==> config.mk <==
export PLATFORM = sky130hd
export DESIGN_NAME = udma_smi_autopoll
export DESIGN_NICKNAME = d
export VERILOG_FILES = /design/src/rtl/udma_smi_autopoll.sv
export SDC_FILE = /design/constraint.sdc
export NUM_CORES = 1
export LEC_CHECK = 0
export BUFFER_PORTS_ARGS = -buffer_cell sky130_fd_sc_hd__buf_2
export CAP_MARGIN = 20
export CORE_AREA = 5 5 138 140
export CTS_CLUSTER_SIZE = 20
export DETAILED_ROUTE_END_ITERATION = 6
export DIE_AREA = 0 0 143 145
export PLACE_DENSITY = 0.62
export SETUP_SLACK_MARGIN = 0.3
export SYNTH_ARGS = -nofsm -noshare
export SYNTH_HDL_FRONTEND = slang
export SYNTH_SLANG_ARGS = --single-unit
==> constraint.sdc <==
create_clock -name clk_i -period 2.5 [get_ports clk_i]
set_input_delay 0.25 -clock clk_i [delete_from_list [all_inputs] [get_ports clk_i]]
set_output_delay 0.25 -clock clk_i [all_outputs]
set_load 0.03 [all_outputs]
==> src/rtl/udma_smi_autopoll.sv <==
// -----------------------------------------------------------------------------
// udma_smi_autopoll
//
// Purpose:
//   Sits between the SMI software register interface and the MDIO serial
//   engine. It forwards software read/write transactions. When polling is
//   enabled, it also issues periodic reads of one PHY register. A change in the
//   masked bits of the polled value is reported as a one-cycle event.
//   Software requests always take priority over polls, and the engine only
//   ever sees one transaction at a time.
//
// Ports:
//   clk_i, rst_i          system clock, synchronous active-high reset
//   sw_start_i            one-cycle software request strobe (ignored while busy)
//   sw_rw_i               1 = read, 0 = write
//   sw_phy_addr_i         software PHY address
//   sw_reg_addr_i         software register address
//   sw_wr_data_i          software write data
//   sw_busy_o             software request pending or in flight
//   sw_nd_o               one-cycle software-done pulse
//   sw_rd_data_o          software read data, valid from sw_nd_o onward
//   poll_en_i             enable periodic polling
//   poll_phy_addr_i       polled PHY address
//   poll_reg_addr_i       polled register address
//   poll_mask_i           bits compared for the change event
//   poll_interval_i       cycles between poll issues
//   poll_status_o         last polled register value
//   poll_valid_o          poll_status_o holds a value read while enabled
//   poll_evt_o            one-cycle pulse: masked bits changed
//   start_o               one-cycle start strobe to the MDIO engine
//   rw_o, phy_addr_o,
//   reg_addr_o, wr_data_o transaction fields to the engine, stable per transaction
//   busy_i                engine busy
//   nd_i                  engine read-data-valid pulse
//   rd_data_i             engine read data
// -----------------------------------------------------------------------------
module udma_smi_autopoll #(
  parameter int INTERVAL_W = 24
) (
  input  logic                  clk_i,
  input  logic                  rst_i,

  input  logic                  sw_start_i,
  input  logic                  sw_rw_i,
  input  logic [4:0]            sw_phy_addr_i,
  input  logic [4:0]            sw_reg_addr_i,
  input  logic [15:0]           sw_wr_data_i,
  output logic                  sw_busy_o,
  output logic                  sw_nd_o,
  output logic [15:0]           sw_rd_data_o,

  input  logic                  poll_en_i,
  input  logic [4:0]            poll_phy_addr_i,
  input  logic [4:0]            poll_reg_addr_i,
  input  logic [15:0]           poll_mask_i,
  input  logic [INTERVAL_W-1:0] poll_interval_i,
  output logic [15:0]           poll_status_o,
  output logic                  poll_valid_o,
  output logic                  poll_evt_o,

  output logic                  start_o,
  output logic                  rw_o,
  output logic [4:0]            phy_addr_o,
  output logic [4:0]            reg_addr_o,
  output logic [15:0]           wr_data_o,
  input  logic                  busy_i,
  input  logic                  nd_i,
  input  logic [15:0]           rd_data_i
);

  typedef enum logic [1:0] {
    IDLE,
    ISSUE,
    WAIT_BUSY,
    WAIT_DONE
  } state_t;

  typedef enum logic {
    OWN_SW,
    OWN_POLL
  } owner_t;

  state_t                state_q, state_d;
  owner_t                owner_q;

  // Latched software request
  logic                  sw_pend_q;
  logic                  sw_rw_q;
  logic [4:0]            sw_phy_q;
  logic [4:0]            sw_reg_q;
  logic [15:0]           sw_wd_q;

  logic [INTERVAL_W-1:0] cnt_q;
  logic [15:0]           poll_rd_q;
  logic                  poll_drop_q;

  logic                  sw_accept;
  logic                  sw_req;
  logic                  poll_pend;
  logic                  sel_sw;
  logic                  sel_poll;
  logic                  xfer_done;
  logic                  poll_update;
  logic [15:0]           poll_new;

  // A strobe accepted while IDLE is issued straight away instead of waiting a
  // cycle in the latch. This lets a request that arrives in the same cycle the
  // poll counter expires still win arbitration.
  assign sw_accept   = sw_start_i & ~sw_busy_o;
  assign sw_req      = sw_pend_q | sw_accept;
  assign poll_pend   = poll_en_i & (cnt_q == '0);
  assign xfer_done   = (state_q == WAIT_DONE) & ~busy_i;
  assign start_o     = (state_q == ISSUE);

  // nd_i may coincide with the final busy cycle, so take the live data then.
  assign poll_new    = nd_i ? rd_data_i : poll_rd_q;
  assign poll_update = xfer_done & (owner_q == OWN_POLL) & poll_en_i & ~poll_drop_q;

  // ---------------------------------------------------------------------------
  // Next-state logic
  // ---------------------------------------------------------------------------
  always_comb begin
    // NOTE: every signal gets a default before the case statement, so no path
    // can leave one unassigned and no latch is inferred.
    state_d  = state_q;
    sel_sw   = 1'b0;
    sel_poll = 1'b0;
    unique case (state_q)
      IDLE: begin
        if (sw_req) begin
          sel_sw  = 1'b1;
          state_d = ISSUE;
        end else if (poll_pend) begin
          sel_poll = 1'b1;
          state_d  = ISSUE;
        end
      end
      ISSUE:     state_d = WAIT_BUSY;
      WAIT_BUSY: if (busy_i)  state_d = WAIT_DONE;
      WAIT_DONE: if (!busy_i) state_d = IDLE;
      default:   state_d = IDLE;
    endcase
  end

  // ---------------------------------------------------------------------------
  // State, ownership and engine-facing transaction fields
  // ---------------------------------------------------------------------------
  always_ff @(posedge clk_i) begin
    if (rst_i) begin
      state_q    <= IDLE;
      owner_q    <= OWN_SW;
      rw_o       <= 1'b0;
      phy_addr_o <= '0;
      reg_addr_o <= '0;
      wr_data_o  <= '0;
    end else begin
      // NOTE: sequential state uses non-blocking assignments, so every
      // register here samples the values from before the clock edge.
      state_q <= state_d;
      if (sel_sw) begin
        owner_q    <= OWN_SW;
        rw_o       <= sw_pend_q ? sw_rw_q  : sw_rw_i;
        phy_addr_o <= sw_pend_q ? sw_phy_q : sw_phy_addr_i;
        reg_addr_o <= sw_pend_q ? sw_reg_q : sw_reg_addr_i;
        wr_data_o  <= sw_pend_q ? sw_wd_q  : sw_wr_data_i;
      end else if (sel_poll) begin
        owner_q    <= OWN_POLL;
        rw_o       <= 1'b1;
        phy_addr_o <= poll_phy_addr_i;
        reg_addr_o <= poll_reg_addr_i;
        wr_data_o  <= '0;
      end
    end
  end

  // ---------------------------------------------------------------------------
  // Software request latch and completion
  // ---------------------------------------------------------------------------
  always_ff @(posedge clk_i) begin
    if (rst_i) begin
      // NOTE: the data registers are reset as well as the control registers,
      // because every output has to read 0 after reset.
      sw_pend_q    <= 1'b0;
      sw_rw_q      <= 1'b0;
      sw_phy_q     <= '0;
      sw_reg_q     <= '0;
      sw_wd_q      <= '0;
      sw_busy_o    <= 1'b0;
      sw_nd_o      <= 1'b0;
      sw_rd_data_o <= '0;
    end else begin
      if (sw_accept) begin
        sw_rw_q  <= sw_rw_i;
        sw_phy_q <= sw_phy_addr_i;
        sw_reg_q <= sw_reg_addr_i;
        sw_wd_q  <= sw_wr_data_i;
      end

      if (sel_sw)         sw_pend_q <= 1'b0;
      else if (sw_accept) sw_pend_q <= 1'b1;

      // Busy stays high through the sw_nd_o cycle and drops the cycle after.
      if (sw_nd_o)        sw_busy_o <= 1'b0;
      else if (sw_accept) sw_busy_o <= 1'b1;

      sw_nd_o <= xfer_done & (owner_q == OWN_SW);

      // Writes leave the read register untouched.
      if ((state_q == WAIT_DONE) && nd_i && (owner_q == OWN_SW) && rw_o)
        sw_rd_data_o <= rd_data_i;
    end
  end

  // ---------------------------------------------------------------------------
  // Poll interval counter, status and change event
  // ---------------------------------------------------------------------------
  always_ff @(posedge clk_i) begin
    if (rst_i) begin
      cnt_q         <= '0;
      poll_rd_q     <= '0;
      poll_drop_q   <= 1'b0;
      poll_status_o <= '0;
      poll_valid_o  <= 1'b0;
      poll_evt_o    <= 1'b0;
    end else begin
      if ((state_q == ISSUE) && (owner_q == OWN_POLL))
        cnt_q <= poll_interval_i;
      else if (poll_en_i && (cnt_q != '0))
        cnt_q <= cnt_q - 1'b1;

      if ((state_q == WAIT_DONE) && nd_i && (owner_q == OWN_POLL))
        poll_rd_q <= rd_data_i;

      // Once polling is disabled during an in-flight poll, its result is
      // discarded even if polling is re-enabled before it completes.
      if (state_q == IDLE)
        poll_drop_q <= 1'b0;
      else if ((owner_q == OWN_POLL) && !poll_en_i)
        poll_drop_q <= 1'b1;

      poll_evt_o <= poll_update & poll_valid_o &
                    (((poll_new ^ poll_status_o) & poll_mask_i) != '0);

      if (poll_update)
        poll_status_o <= poll_new;

      if (!poll_en_i)       poll_valid_o <= 1'b0;
      else if (poll_update) poll_valid_o <= 1'b1;
    end
  end

endmodule

; ---- Yosys cells after proc, flatten, opt, wreduce, memory -nomap -nowiden
; Index checks and enable logic that the tools add are counted.
[op_classes]
addsub = 1
n_eq_ne = 6
mux = 25
bitwise = 17
reduce_logical = 19
[op_table]
columns = op, count
row1 = two-way mux 16 bit, 4
row2 = two-way mux 24 bit, 2
row3 = two-way mux 5 bit, 6
row4 = logical NOT 24 bit, 1
row5 = nonzero test 24 bit, 1
row6 = subtractor 24 x 1 -> 24 bit (second input constant), 1
row7 = bitwise AND 16 bit, 1
row8 = nonzero test 16 bit, 1
row9 = bitwise XOR 16 bit, 1
row10 = bitwise AND 1 bit, 9
row11 = two-way mux 1 bit, 8
row12 = two-way mux 2 bit, 4
row13 = case mux 2 bit (4 select lines), 1
row14 = OR reduction 2 bit, 4
row15 = logical AND 1 bit, 7
row16 = NOT 1 bit, 5
row17 = equality test 2 bit (second input constant), 2
row18 = != test 2 bit (second input constant), 2
row19 = nonzero test 2 bit, 2
row20 = != test 3 bit (second input constant), 1
row21 = AND reduction 3 bit, 1
row22 = equality test 2 x 1 -> 1 bit (second input constant), 1
row23 = logical NOT 2 bit, 1
row24 = logical NOT 1 bit, 1
row25 = bitwise OR 1 bit, 1
[totals]
reg_bits = 135
input_bits = 99
out_inout_bits = 64
word_cells = 88

; ---- Logic depth before layout (Yosys ltp)
[logic_depth]
depth_word = 7
ltp_mapped = 9
mapped_depth_nobuf = 7

; ---- Worst setup path after synthesis
; Ideal clock, no wire load.
[synth_timing]
path_kind = register to register
startpoint = register cnt_q[2]
endpoint = register phy_addr_o[0]
setup_time_ps = 134
arrival_time_ps = 2011
required_time_ps = 2366
setup_slack_ps = 354
path_stages_with_launch = 9
n_path_buf = 3
period_less_slack_ps = 2146
cell_sequence = dfxtp_1 > or3_1 > buf_6 > or3_1 > buf_6 > or3_1 > buf_2 > nand4_1 > o21ai_1
[synth_between]
elab_chain_cells = 6
[synth_lines]
columns = item, line_no
row1 = "start, declared", 93  ; logic [INTERVAL_W-1:0] cnt_q;
row2 = "start signal, assigned", 227  ; cnt_q <= poll_interval_i;
row3 = "start signal, assigned", 229  ; cnt_q <= cnt_q - 1'b1;
row4 = logical NOT 24 bit, 111  ; assign poll_pend = poll_en_i & (cnt_q == '0);
row5 = bitwise AND 1 bit, 111
row6 = two-way mux 1 bit, 133  ; end else if (poll_pend) begin
row7 = two-way mux 1 bit, 130  ; if (sw_req) begin
row8 = two-way mux 1 bit, 128  ; unique case (state_q)
row9 = nonzero test 2 bit (no source line), -
row10 = "end signal, assigned", 163  ; phy_addr_o <= sw_pend_q ? sw_phy_q : sw_phy_addr_i;
row11 = "end signal, assigned", 169  ; phy_addr_o <= poll_phy_addr_i;
row12 = "end, declared", 63  ; output logic [4:0] phy_addr_o,
; No other way between the ends.
; A chain may end at the register's enable or synchronous reset.

; ---- Worst setup path in the final report
[layout_timing]
startpoint = register cnt_q[9]
endpoint = register cnt_q[9]
[layout_between]
elab_chain_cells = 3
word_cells_on_any_way = 6
cone_classes = 1 x add/sub / 2 x mux / 3 x reduce/logical
[layout_lines]
columns = item, line_no
row1 = subtractor 24 x 1 -> 24 bit or nonzero test 24 bit (tied branches), "229, 228"
row2 = two-way mux 24 bit or logical AND 1 bit (tied branches), 228  ; else if (poll_en_i && (cnt_q != '0))
row3 = two-way mux 24 bit or nonzero test 2 bit (tied branches), -
; Several ways; a longest one is shown, not always the timed one. The select of a mux whose other input is x is not followed.

==> flow_summary.toml <==
[sta]
rsz0062_at_grt = "true"
tns_ns = 0
setup_viol = 0
whs_ns = 0.07831
worstMarginPinSlew_ns = 0.6611
max_freq_ghz = 0.4551
clock_skew_ns = 0.01312
layout_min_cycle_time_ns = 2.198
finalCritPeriodShare_pct = 87.90
slew_violations = 0
slew_headroom_pct = 55.63
hold_viol = 0

[synthesis]
ys_seq_area_share_pct = 44.39
yosysWarnings = 0
synth_edf_count = 0
synth_common_cells = "137 x nand2_1, 135 x dfxtp_1, 60 x a21oi_1"
ys.flop_type = "dfxtp_1"
synth.distinct_cells = 53
synth_nets = 807
async_flop_share_pct = 0
synth_area_leaders = "dfxtp_1 44%, nand2_1 8.4%, mux2i_1 7.2%"
avgSynthCellArea_um2 = 8.673
yosys.area.top_type_share_pct = 44.39
synth_area_leader_cell = "dfxtp_1"
syn-cell-area_um2 = 6088
synthCells = 702
ys_ff_latch = 135
synth_most_common_cell = "nand2_1"

[clocking]
clk_pin_slew_ns = 0.06
clk_latency_ns = 0.42
clockBufferDepth = 2
cts-root-buf = "clkbuf_16"
cts_hold_buf = 0
cts.sinks = 135
cts_tree = "yes"
cts_buffers = 17
h-tree-depth = 4

[job]
maxCapViolations = 0

[worst_setup_path]
end_kind = "flip-flop"
cp_max_fo = 6
worstSetupPathType = "reg -> reg"
cp_top_family = "simple AND/OR/NAND/NOR gates"
crit_buf_inv = 1
slowest_stage = "or4_4"
worstPathCellList = "or4_4, or3_4, buf_2, o211ai_1, xor2_1, a211oi_1"
start_kind = "flip-flop"
worstPathRequired_ns = 2.81
slowest_delay_ns = 0.54
arrival_ns = 2.51

[die]
dieArea_um2 = 20740
io-pin-count = 163
core_um2 = 17720
start_util_pct = 34.36
die_w_um = 143
rows = 49
die_y_um = 145

[routing]
drtAntennaViolNets = 0
wl_met1_um = 7918
viasPerCell = 5.044
drc = 0
wl_per_cell_um = 16.15
met3WireLength_um = 960
num_vias = 5553
highest_layer = "met5"
drtIter0Drc = 328
dr_wl_met2_um = 8693
routed_wl_um = 17780
firstDrtPassIters = 5

[global_route]
overflow = 0
grt_pass1_vias = 5163
grtUsageTotal_pct = 16.62
antenna_found_initial = 4
grt_max_degree = 102
grt_pass1_wl_um = 27770

[layout]
area_growth_syn_to_layout_pct = 29.45
fin_nets = 962
drive_above_1_share_pct = 28.74
fin_cells = 1101

[pwr]
power_density_nw_per_um2 = 1139
cellLeakagePower_nw = 3.137
vdd.ir_drop.worst_mv = 0.7408

[min_path]
holdCritPathClass = "in -> reg"

[place]
dp_cells = 1060
place_hpwl_um = 12380
io_buffer_count = 162
gp_congestion = 0.7987

[outcome]
status = "completed"
==> tightest hold or removal path, delay by kind of cell <==
kind,cells,cell delay (ns)
compound gates,1,0.05
buf+inv,1,0.10
simple gates,1,0.05
==> cell usage in the layout (no fill, tap or decap), types with 6 or more instances in the layout <==
| cell type | synthesis | routed |
|---|---|---|
| buf_2 | 3 | 162 |
| nand2_1 | 137 | 136 |
| dfxtp_1 | 135 | 131 |
| a21oi_1 | 60 | 60 |
| nor2_1 | 46 | 46 |
| mux2i_1 | 44 | 44 |
| a211oi_1 | 34 | 32 |
| buf_4 | 1 | 23 |
| nand4_1 | 20 | 20 |
| xnor2_1 | 19 | 19 |
| clkbuf_16 | 0 | 17 |
| nor3_1 | 17 | 16 |
| o2bb2ai_1 | 16 | 16 |
| o211ai_1 | 12 | 12 |
| o21ai_1 | 11 | 12 |
| xor2_1 | 11 | 11 |
| a22oi_1 | 8 | 8 |
| or3_1 | 9 | 6 |
| ha_1 | 6 | 6 |
| inv_6 | 0 | 6 |
==> kinds of logic (layout without fill, tap and decap cells) <==
logic type	count (synthesis)	count (layout)	share of synthesized area, %
AOI/OAI and AO/OA	168	168	18.17
other	0	2	0
DFF	135	135	44.39
xor gates and xnor gates	30	30	4.316
and+or+nand+nor	260	260	20.00
buffers and inverters	57	225	4.295
adders and majority gates	6	6	1.233
muxes	46	46	7.604
==> flip-flops by register name, indices dropped and copies added (netlist names), 2 cells and up <==
| signal | count |
|---|---|
| sw_phy_q | 5 |
| reg_addr_o | 5 |
| poll_status_o | 16 |
| poll_rd_q | 16 |
| wr_data_o | 16 |
| sw_wd_q | 16 |
| sw_rd_data_o | 16 |
| state_q | 2 |
| cnt_q | 24 |
| sw_reg_q | 5 |
| phy_addr_o | 5 |
==> where the power goes <==
group | leakage [nW] | switching [mW] | internal (mW)
sequential | 1.10 | 0.281 | 2.50
combinational | 1.73 | 2.08 | 1.43
clock | 0.308 | 1.07 | 1.62
==> area by class of cell <==
type	count	area (µm²)
fillers	1762	9837
multi-input cells	510	3213
flip-flops and latches	135	2710
repair buffers	187	1015
clock buffers	17	425.4
well taps	229	286.5
clock inverters	15	203.9
inverters	6	22.52
diodes	2	5.005
==> metal layers <==
metal,vias to the layer above,GRT usage (%)
met5,-,0
met4,4,5.228
met3,16,4.969
met2,127,26.13
met1,2569,21.90
li1,2837,-
==> timing repair <==
| action | 4_1_cts | 5_1_grt |
|---|---|---|
| gates resized for setup | 3 | 21 |
| endpoints found under the setup margin | 35 | 31 |
| setup buffers | 1 | 6 |
| pin swaps | 1 | 14 |
==> final timing paths <==
| kind | start | endpoint | slack (ns) | cells past startpoint |
|---|---|---|---|---|
| max reg2reg | cnt_q[9] | cnt_q[9] | 0.30 | 6 |
| max | cnt_q[9] | cnt_q[9] | 0.30 | 6 |
| min | sw_phy_addr_i[1] | sw_phy_q[1] | 0.08 | 3 |
| min reg2reg | sw_wd_q[13] | sw_wd_q[13] | 0.45 | 2 |
==> stage by stage <==
| stage | utilization, % | setup WS (ns) | total power, mW | cell area [µm²] |
|---|---|---|---|---|
| 6_report | 44.48 | 0.3025 | 8.980 | 7881 |
| 5_1_grt | 44.48 | 0.2248 | 9.543 | 7881 |
| 4_1_cts | 43.78 | 0.3276 | 8.693 | 7757 |
| 3_5_place_dp | 40.10 | 0.1517 | 5.877 | 7106 |
| 3_3_place_gp | 40.10 | 0.1531 | 5.859 | 7106 |
| 2_1_floorplan | - | 0.3541 | 5.073 | 6088 |
No activity file was read; power rests on OpenSTA's default activity.
